**src/rtl/counter_rr_scheduler.sv**
```systemverilog
// Round-robin scheduler sharing a single WIDTH-bit incrementer across NUM_CH event counters.
// Optional build macro COUNTER_RR_SCHEDULER_SAT_EN makes counts saturate instead of wrapping.

module counter_rr_channel #(
    parameter int WIDTH = 8
) (
    input  logic             clk,
    input  logic             rst,
    input  logic             i_clr,
    input  logic             i_inc_req,
    input  logic             i_grant,
    input  logic             i_at_max,
    input  logic [WIDTH-1:0] i_next_q,
    output logic [WIDTH-1:0] o_q,
    output logic             o_pend,
    output logic             o_wrap,
    output logic             o_drop
);
    logic [WIDTH-1:0] r_q;
    logic             r_pend;
    logic             r_wrap;
    logic             r_drop;

    // Clear outranks both a fresh request and a grant landing this cycle.
    always_ff @(posedge clk) begin
        if (rst || i_clr) begin
            r_q    <= '0;
            r_pend <= 1'b0;
            r_wrap <= 1'b0;
            r_drop <= 1'b0;
        end else begin
            if (i_grant)
                r_q <= i_next_q;
            r_pend <= i_inc_req | (r_pend & ~i_grant);
            if (i_inc_req && r_pend && !i_grant)
                r_drop <= 1'b1;
            r_wrap <= i_grant & i_at_max;
        end
    end

    assign o_q    = r_q;
    assign o_pend = r_pend;
    assign o_wrap = r_wrap;
    assign o_drop = r_drop;
endmodule

module counter_rr_scheduler #(
    parameter int NUM_CH = 4,
    parameter int WIDTH  = 8
) (
    input  logic                    clk,
    input  logic                    rst,
    input  logic [NUM_CH-1:0]       inc_req,
    input  logic [NUM_CH-1:0]       clr,
    output logic [NUM_CH*WIDTH-1:0] q,
    output logic [NUM_CH-1:0]       pend,
    output logic [NUM_CH-1:0]       grant,
    output logic [NUM_CH-1:0]       wrap,
    output logic [NUM_CH-1:0]       drop,
    output logic                    busy
);
    localparam int IDX_W = (NUM_CH > 1) ? $clog2(NUM_CH) : 1;

    logic [NUM_CH-1:0][WIDTH-1:0] w_q;
    logic [NUM_CH-1:0]            w_pend;
    logic [NUM_CH-1:0]            w_grant;
    logic [IDX_W-1:0]             w_grant_idx;
    logic                         w_any;
    logic [WIDTH-1:0]             w_sel_q;
    logic                         w_at_max;
    logic [WIDTH-1:0]             w_next_q;
    logic [IDX_W-1:0]             r_last;

    // Search starts just after the last served channel and wraps once around.
    always_comb begin
        w_grant     = '0;
        w_grant_idx = '0;
        w_any       = 1'b0;
        for (int k = 1; k <= NUM_CH; k++) begin
            if (!w_any && w_pend[(int'(r_last) + k) % NUM_CH]) begin
                w_any                                  = 1'b1;
                w_grant[(int'(r_last) + k) % NUM_CH]   = 1'b1;
                w_grant_idx                            = IDX_W'((int'(r_last) + k) % NUM_CH);
            end
        end
    end

    // The one shared incrementer: operand is muxed from the granted channel.
    assign w_sel_q  = w_q[w_grant_idx];
    assign w_at_max = &w_sel_q;
`ifdef COUNTER_RR_SCHEDULER_SAT_EN
    assign w_next_q = w_at_max ? w_sel_q : w_sel_q + WIDTH'(1);
`else
    assign w_next_q = w_sel_q + WIDTH'(1);
`endif

    // last advances even when the granted channel is cleared in the same cycle.
    always_ff @(posedge clk) begin
        if (rst)
            r_last <= IDX_W'(NUM_CH - 1);
        else if (w_any)
            r_last <= w_grant_idx;
    end

    genvar gi;
    generate
        for (gi = 0; gi < NUM_CH; gi++) begin : g_ch
            counter_rr_channel #(.WIDTH(WIDTH)) u_ch (
                .clk       (clk),
                .rst       (rst),
                .i_clr     (clr[gi]),
                .i_inc_req (inc_req[gi]),
                .i_grant   (w_grant[gi]),
                .i_at_max  (w_at_max),
                .i_next_q  (w_next_q),
                .o_q       (w_q[gi]),
                .o_pend    (w_pend[gi]),
                .o_wrap    (wrap[gi]),
                .o_drop    (drop[gi])
            );
            assign q[gi*WIDTH +: WIDTH] = w_q[gi];
        end
    endgenerate

    assign pend  = w_pend;
    assign grant = w_grant;
    assign busy  = |w_pend;
endmodule
```
**config.mk**
```make
export PLATFORM = sky130hd
export DESIGN_NAME = counter_rr_scheduler
export DESIGN_NICKNAME = d
export VERILOG_FILES = /design/src/rtl/counter_rr_scheduler.sv
export SDC_FILE = /design/constraint.sdc
export NUM_CORES = 1
export LEC_CHECK = 0
export ABC_AREA = 1
export BUFFER_PORTS_ARGS = -buffer_cell sky130_fd_sc_hd__buf_4
export CAP_MARGIN = 20
export CELL_PAD_IN_SITES_DETAIL_PLACEMENT = 1
export CELL_PAD_IN_SITES_GLOBAL_PLACEMENT = 1
export CORE_ASPECT_RATIO = 1.25
export CORE_MARGIN = 2
export CORE_UTILIZATION = 30
export CTS_BUF_LIST = sky130_fd_sc_hd__clkbuf_4 sky130_fd_sc_hd__clkbuf_8
export DETAILED_ROUTE_END_ITERATION = 6
export GPL_TIMING_DRIVEN = 0
export PLACE_DENSITY_LB_ADDON = 0.15
export SYNTH_ARGS = -nofsm -noshare
export SYNTH_HDL_FRONTEND = slang
export SYNTH_SLANG_ARGS = --single-unit
```
**constraint.sdc**
```tcl
create_clock -name clk -period 4.6 [get_ports clk]
set_input_delay 0.92 -clock clk [delete_from_list [all_inputs] [get_ports clk]]
set_output_delay 0.92 -clock clk [all_outputs]
set_load 0.02 [all_outputs]
```
-- Yosys cells after proc, flatten, opt, wreduce, memory -nomap -nowiden
Index checks and enable logic that the tools add are counted.
- flip-flop bits (word level): 46
- bits of input ports: 10
- output and inout port bits: 49
- add/sub/neg operators: 5
- order comparisons: 9
- mux-type cells: 34
- bitwise gates (word level): 23
- reductions and logical operators: 32
- operator list (operator ; count):
    binary-select mux 8 bit (select 2 bit) ; 1
    less-than comparator 3 x 4 -> 1 bit (second input constant) ; 4
    2-to-1 mux 1 bit ; 16
    2-to-1 mux 4 bit ; 4
    logical AND 1 bit ; 15
    >= comparator 3 x 1 -> 1 bit (second input constant) ; 4
    bitwise OR 4 bit ; 3
    adder 8 x 1 -> 8 bit (second input constant) ; 1
    AND 1 bit ; 8
    binary-select mux 1 bit (select 2 bit) ; 4
    demux 1 bit (select 2 bit) ; 4
    2-to-1 mux 2 bit ; 4
    2-to-1 mux 8 bit ; 1
    AND reduction 8 bit ; 1
    OR reduction 2 bit ; 4
    logical NOT 1 bit ; 7
    adder 2 x 1 -> 2 bit (second input constant) ; 2
    adder 2 bit (second input constant) ; 2
    AND 1 bit (first input constant) ; 4
    logical OR 1 bit ; 4
    inverter 1 bit ; 4
    bitwise OR 1 bit ; 4
    OR reduction 4 bit ; 1
    less-than comparator 2 x 3 -> 1 bit (second input constant) ; 1

-- Longest topological paths before layout
- depth after elaboration: 20
- depth in mapped cells: 22

-- By module
Synthesis repeated with hierarchy kept, for this count alone.
- cells, all modules: 386
- area, all modules: 2864.0 µm²
- by module, submodules not included (module ; instances ; cells an instance ; area each (µm²) ; sequential area each (µm²)):
    counter_rr_channel ; 4 ; 46 ; 412.9 ; 220.2
    counter_rr_scheduler ; 1 ; 202 ; 1212.4 ; 40.0

-- Worst setup path before layout
OpenSTA, ideal clock, no wires.
- path kind: reg-to-output
- start: reg r_last[0]
- end: out grant[1]
- data arrival time: 2.145 ns
- required time: 3.680 ns
- setup slack: 1.535 ns
- stages on the path, launching flop included: 14
- buffers on the path: 3
- path through: dfxtp_1 -> buf_6 -> inv_6 -> ha_1 -> inv_1 -> nand2_2 -> nand2_4 -> nor2_4 -> nand2_2 -> nor2_1 -> a221oi_1 -> o21ai_0 -> buf_2 -> buf_4
- word-level cells in the longest chain between the ends: 14
- elaborated cells on any way between the ends: 60
- those cells by class: add/sub (4); order compare (8); mux (27); bitwise (7); reduce/logical (14)
- RTL lines (item ; line ; source):
    start: declaration ; 72 ; logic [IDX_W-1:0] r_last;
    start signal: assignment ; 100 ; r_last <= IDX_W'(NUM_CH - 1);
    start signal: assignment ; 102 ; r_last <= w_grant_idx;
    adder 2 x 1 -> 2 bit ; 80, 82 ;
    OR reduction 2 bit (no source line) / binary-select mux 1 bit (select 2 bit) (equally long branches) ; -- ;
    AND 1 bit (no source line) / 2-to-1 mux 1 bit (equally long branches) ; -- ;
    less-than comparator 3 x 4 -> 1 bit (implied by the code), or another cell as far along ; 82 ; w_grant[(int'(r_last) + k) % NUM_CH] = 1'b1;
    logical AND 1 bit (implied by the code) / 2-to-1 mux 1 bit (equally long branches) ; 82, 80 ;
    2-to-1 mux 1 bit (implied by the code) / logical NOT 1 bit (equally long branches) ; 82, 80 ;
    demux 1 bit (select 2 bit) / logical AND 1 bit (equally long branches) ; 82, 80 ;
    2-to-1 mux 4 bit / 2-to-1 mux 1 bit (equally long branches) ; 80 ; if (!w_any && w_pend[(int'(r_last) + k) % NUM_CH]) begin
    bitwise OR 4 bit (no source line) / logical NOT 1 bit (equally long branches) ; -- ;
    2-to-1 mux 4 bit / logical AND 1 bit (equally long branches) ; 80 ;
    bitwise OR 4 bit (no source line) / 2-to-1 mux 1 bit (equally long branches) ; -- ;
    2-to-1 mux 4 bit / logical NOT 1 bit (equally long branches) ; 80 ;
    bitwise OR 4 bit (no source line) / logical AND 1 bit (equally long branches) ; -- ;
    2-to-1 mux 4 bit (*) ; 80 ;
    end: declaration ; 57 ; output logic [NUM_CH-1:0] grant,
Mark *: on every way between the ends. The rest lies on a longest branch, timed or not. The select of a mux whose other input is x is not followed.

-- Worst setup path in the final report
- start: reg r_last[1]
- end: out grant[1]
The elaborated chain is that of the path after synthesis.

==> out/metrics.yaml <==
run_status:
  status: "finished, final reports clean"
min_path:
  min_path_type: "register to register"
placed_design:
  gp_congestion: 0.866
  pre_cts_ws_ns: 0.798
  hpwl_mm: 7.29
  place_inst: 613
  placed_area_mm2: 0.00354
  port_buffers: 57
worst_setup_path:
  timing_worst_setup_path_type: "register to output pin"
  critPathBufInv: 5
  crit_chain: "inv_1 > ha_1 > inv_1 > nand2_2 > nand2_4 > nor2_4 > nand3_1 > o21ai_0 > buf_2 > buf_4 > buf_4"
  critPathSlowestCell: "dfxtp_1"
  critPathTopFamily: "buffers and inverters"
  max_stage_delay_ns: 0.51
  cp-start-kind: "register"
  cp.required_ns: 3.68
  crit_arrival_ns: 3.19
  end_kind: "output pin"
  cp_max_fo: 10
power:
  p_per_area_mw_per_mm2: 793
  p_switching_w: 0.00161
  switching_share_pct: 55.6
  combPwrFrac_pct: 69.6
  p_leak_nw: 2.04
  power.share.sequential_pct: 19.5
  ir_drop_uv: 247
  internal_power_w: 0.00129
  clock_power_share_pct: 10.9
sta:
  fin_crit_ns: 4.11
  tns_ns: 0
  rsz0062_at_grt: "false"
  fin_skew_ns: 0.0127
  fin_ws_ns: 0.488
  post-route-period-util_pct: 89.4
  finalSetupViolations: 0
  max_slew_margin_pct: 50.4
  worstMarginPinSlew_ns: 0.742
  fmax_ghz: 0.243
  hold_viol: 0
  slew_violations: 0
clocking:
  clock-root-buffer: "clkbuf_8"
  h-tree-depth: 2
  numCtsBuffers: 5
  cts_tree: "done"
  clockBufferDepth: 2
  post_cts_buffers: 0
  clkLatencyLatePin_ns: 0.31
  cts-resized-gates: 0
  hold_buffers: 0
  clock-sinks: 46
  clkSlewWorstSetupHoldPaths_ns: 0.08
routing:
  drc: 0
  detail-route-antenna-nets: 0
  routed_wl_mm: 9.08
  drt-initial-drc-count: 59
  firstDrtPassIters: 4
  via_per_inst: 4.64
  vias: 2884
  wl_per_cell_um: 14.6
yosys:
  synth.most_common_cell: "inv_1"
  synth_top_cells_by_count: "inv_1, nand2_1, nand3_1"
  syn_nets: 449
  synth_area_leaders: "dfxtp_1, inv_1, nand2_1"
  syn_avg_cell_area_um2: 6.88
  synth_top_area_share_pct: 31.1
  synth_cells: 430
  synth-main-ff-cell: "dfxtp_1"
  yosysUniqueCellTypes: 31
  ys_seq_area_share_pct: 31.1
  netlist_area_mm2: 0.00296
  async_reset_ff_share_pct: 0
  synth_seq_cells: 46
  synth_edf_count: 0
  synth.largest_area_cell: "dfxtp_1"
  ys_warn_count: 0
finish:
  finalNonFillerCells: 621
  syn_to_final_growth_pct: 23.6
  multi_input_comb_area_mm2: 0.00148
  fillers: 1267
  fin_area_mm2: 0.00365
  layout-drive-gt1-share_pct: 26.9
  antennaDiodeCount: 0
  fin_nets: 513
  seq_area_um2: 921
grt:
  grt_pass1_vias: 2961
  grt_use_total_pct: 17.6
  overflow: 0
  grt_max_degree: 16
  antenna_found_initial: 0
  grt_pass1_wl_mm: 14.7
die:
  die_x_um: 92.8
  core_mm2: 0.00961
  die_y_um: 115
  initial_core_util_pct: 30.8
  die_area_mm2: 0.0107
  pin_count: 59
  num_rows: 40
job:
  drv_cap: 0
-- registers in the layout, indices dropped and copies added, names as in the netlist --
register,cells
g_ch.u_ch.o_drop,4
g_ch.u_ch.o_q,32
r_last,2
g_ch.u_ch.o_pend,4
g_ch.u_ch.o_wrap,4
-- worst reg2reg max path, delay by kind of cell, from the launching register on --
kind | cells | cell delay [ns]
adder cells (fa/ha/maj) | 2 | 0.68
flip-flops | 1 | 0.51
AO/OA/AOI/OAI | 2 | 0.50
AND/OR/NAND/NOR | 9 | 1.04
buffers and inverters | 3 | 0.51
-- placed cells by master, fill, tap and decap left out, types with 9 or more instances in the layout --
cell / n
nand2_2: 17
dfxtp_1: 46
o211ai_1: 9
nor2_1: 14
o21ai_0: 20
a21oi_1: 11
buf_4: 73
inv_1: 90
nand2_1: 83
nand3_1: 59
ha_1: 9
-- cell type report --
cell class | count | area share (%)
Timing Repair Buffer | 57 | 11.7
Multi-Input combinational cell | 263 | 40.6
Clock inverter | 3 | 1.20
Inverter | 95 | 10.0
Buffer | 26 | 5.07
Tap cell | 126 | 4.31
Sequential cell | 46 | 25.2
Clock buffer | 5 | 1.88
-- final timing paths --
path	start	end	cells past startpoint	slack (ns)
max reg2reg	r_last[1]	g_ch[0].u_ch.o_q[4]	16	1.27
min	g_ch[3].u_ch.o_drop	g_ch[3].u_ch.o_drop	1	0.48
min reg2reg	g_ch[3].u_ch.o_drop	g_ch[3].u_ch.o_drop	1	0.48
max	r_last[1]	grant[1]	11	0.49
-- stage by stage --
step	hold WS [ns]	util [%]	power (W)
2_1_floorplan	0.442	-	0.00199
3_3_place_gp	0.449	36.9	0.00258
3_5_place_dp	0.458	36.9	0.00262
4_1_cts	0.482	38.0	0.00295
5_1_grt	0.502	38.0	0.00317
6_report	0.478	38.0	0.00290
-- cell families after synthesis --
logic type	synth area share [%]
simple gates	34.6
buf+inv	18.7
compound gates	11.5
flops	31.1
fa+ha+maj	3.81
xor+xnor	0.296
-- power groups by stage --
stage          sequential, W  combinational [W]  clock, W
3_5_place_dp        0.000577            0.00204         0
6_report            0.000564            0.00202  0.000316
4_1_cts             0.000568            0.00205  0.000325
2_1_floorplan       0.000645            0.00135         0
3_3_place_gp        0.000576            0.00200         0
5_1_grt             0.000580            0.00225  0.000347
-- per-layer routing --
layer	wire length (um)	global-route usage, %	vias to the layer above
met5	0	0	-
met4	145	5.20	0
met3	233	2.36	12
met2	4780	33.5	49
met1	3910	20.4	1361
li1	-	-	1462
Note: power is estimated with default switching activity, not from simulation.
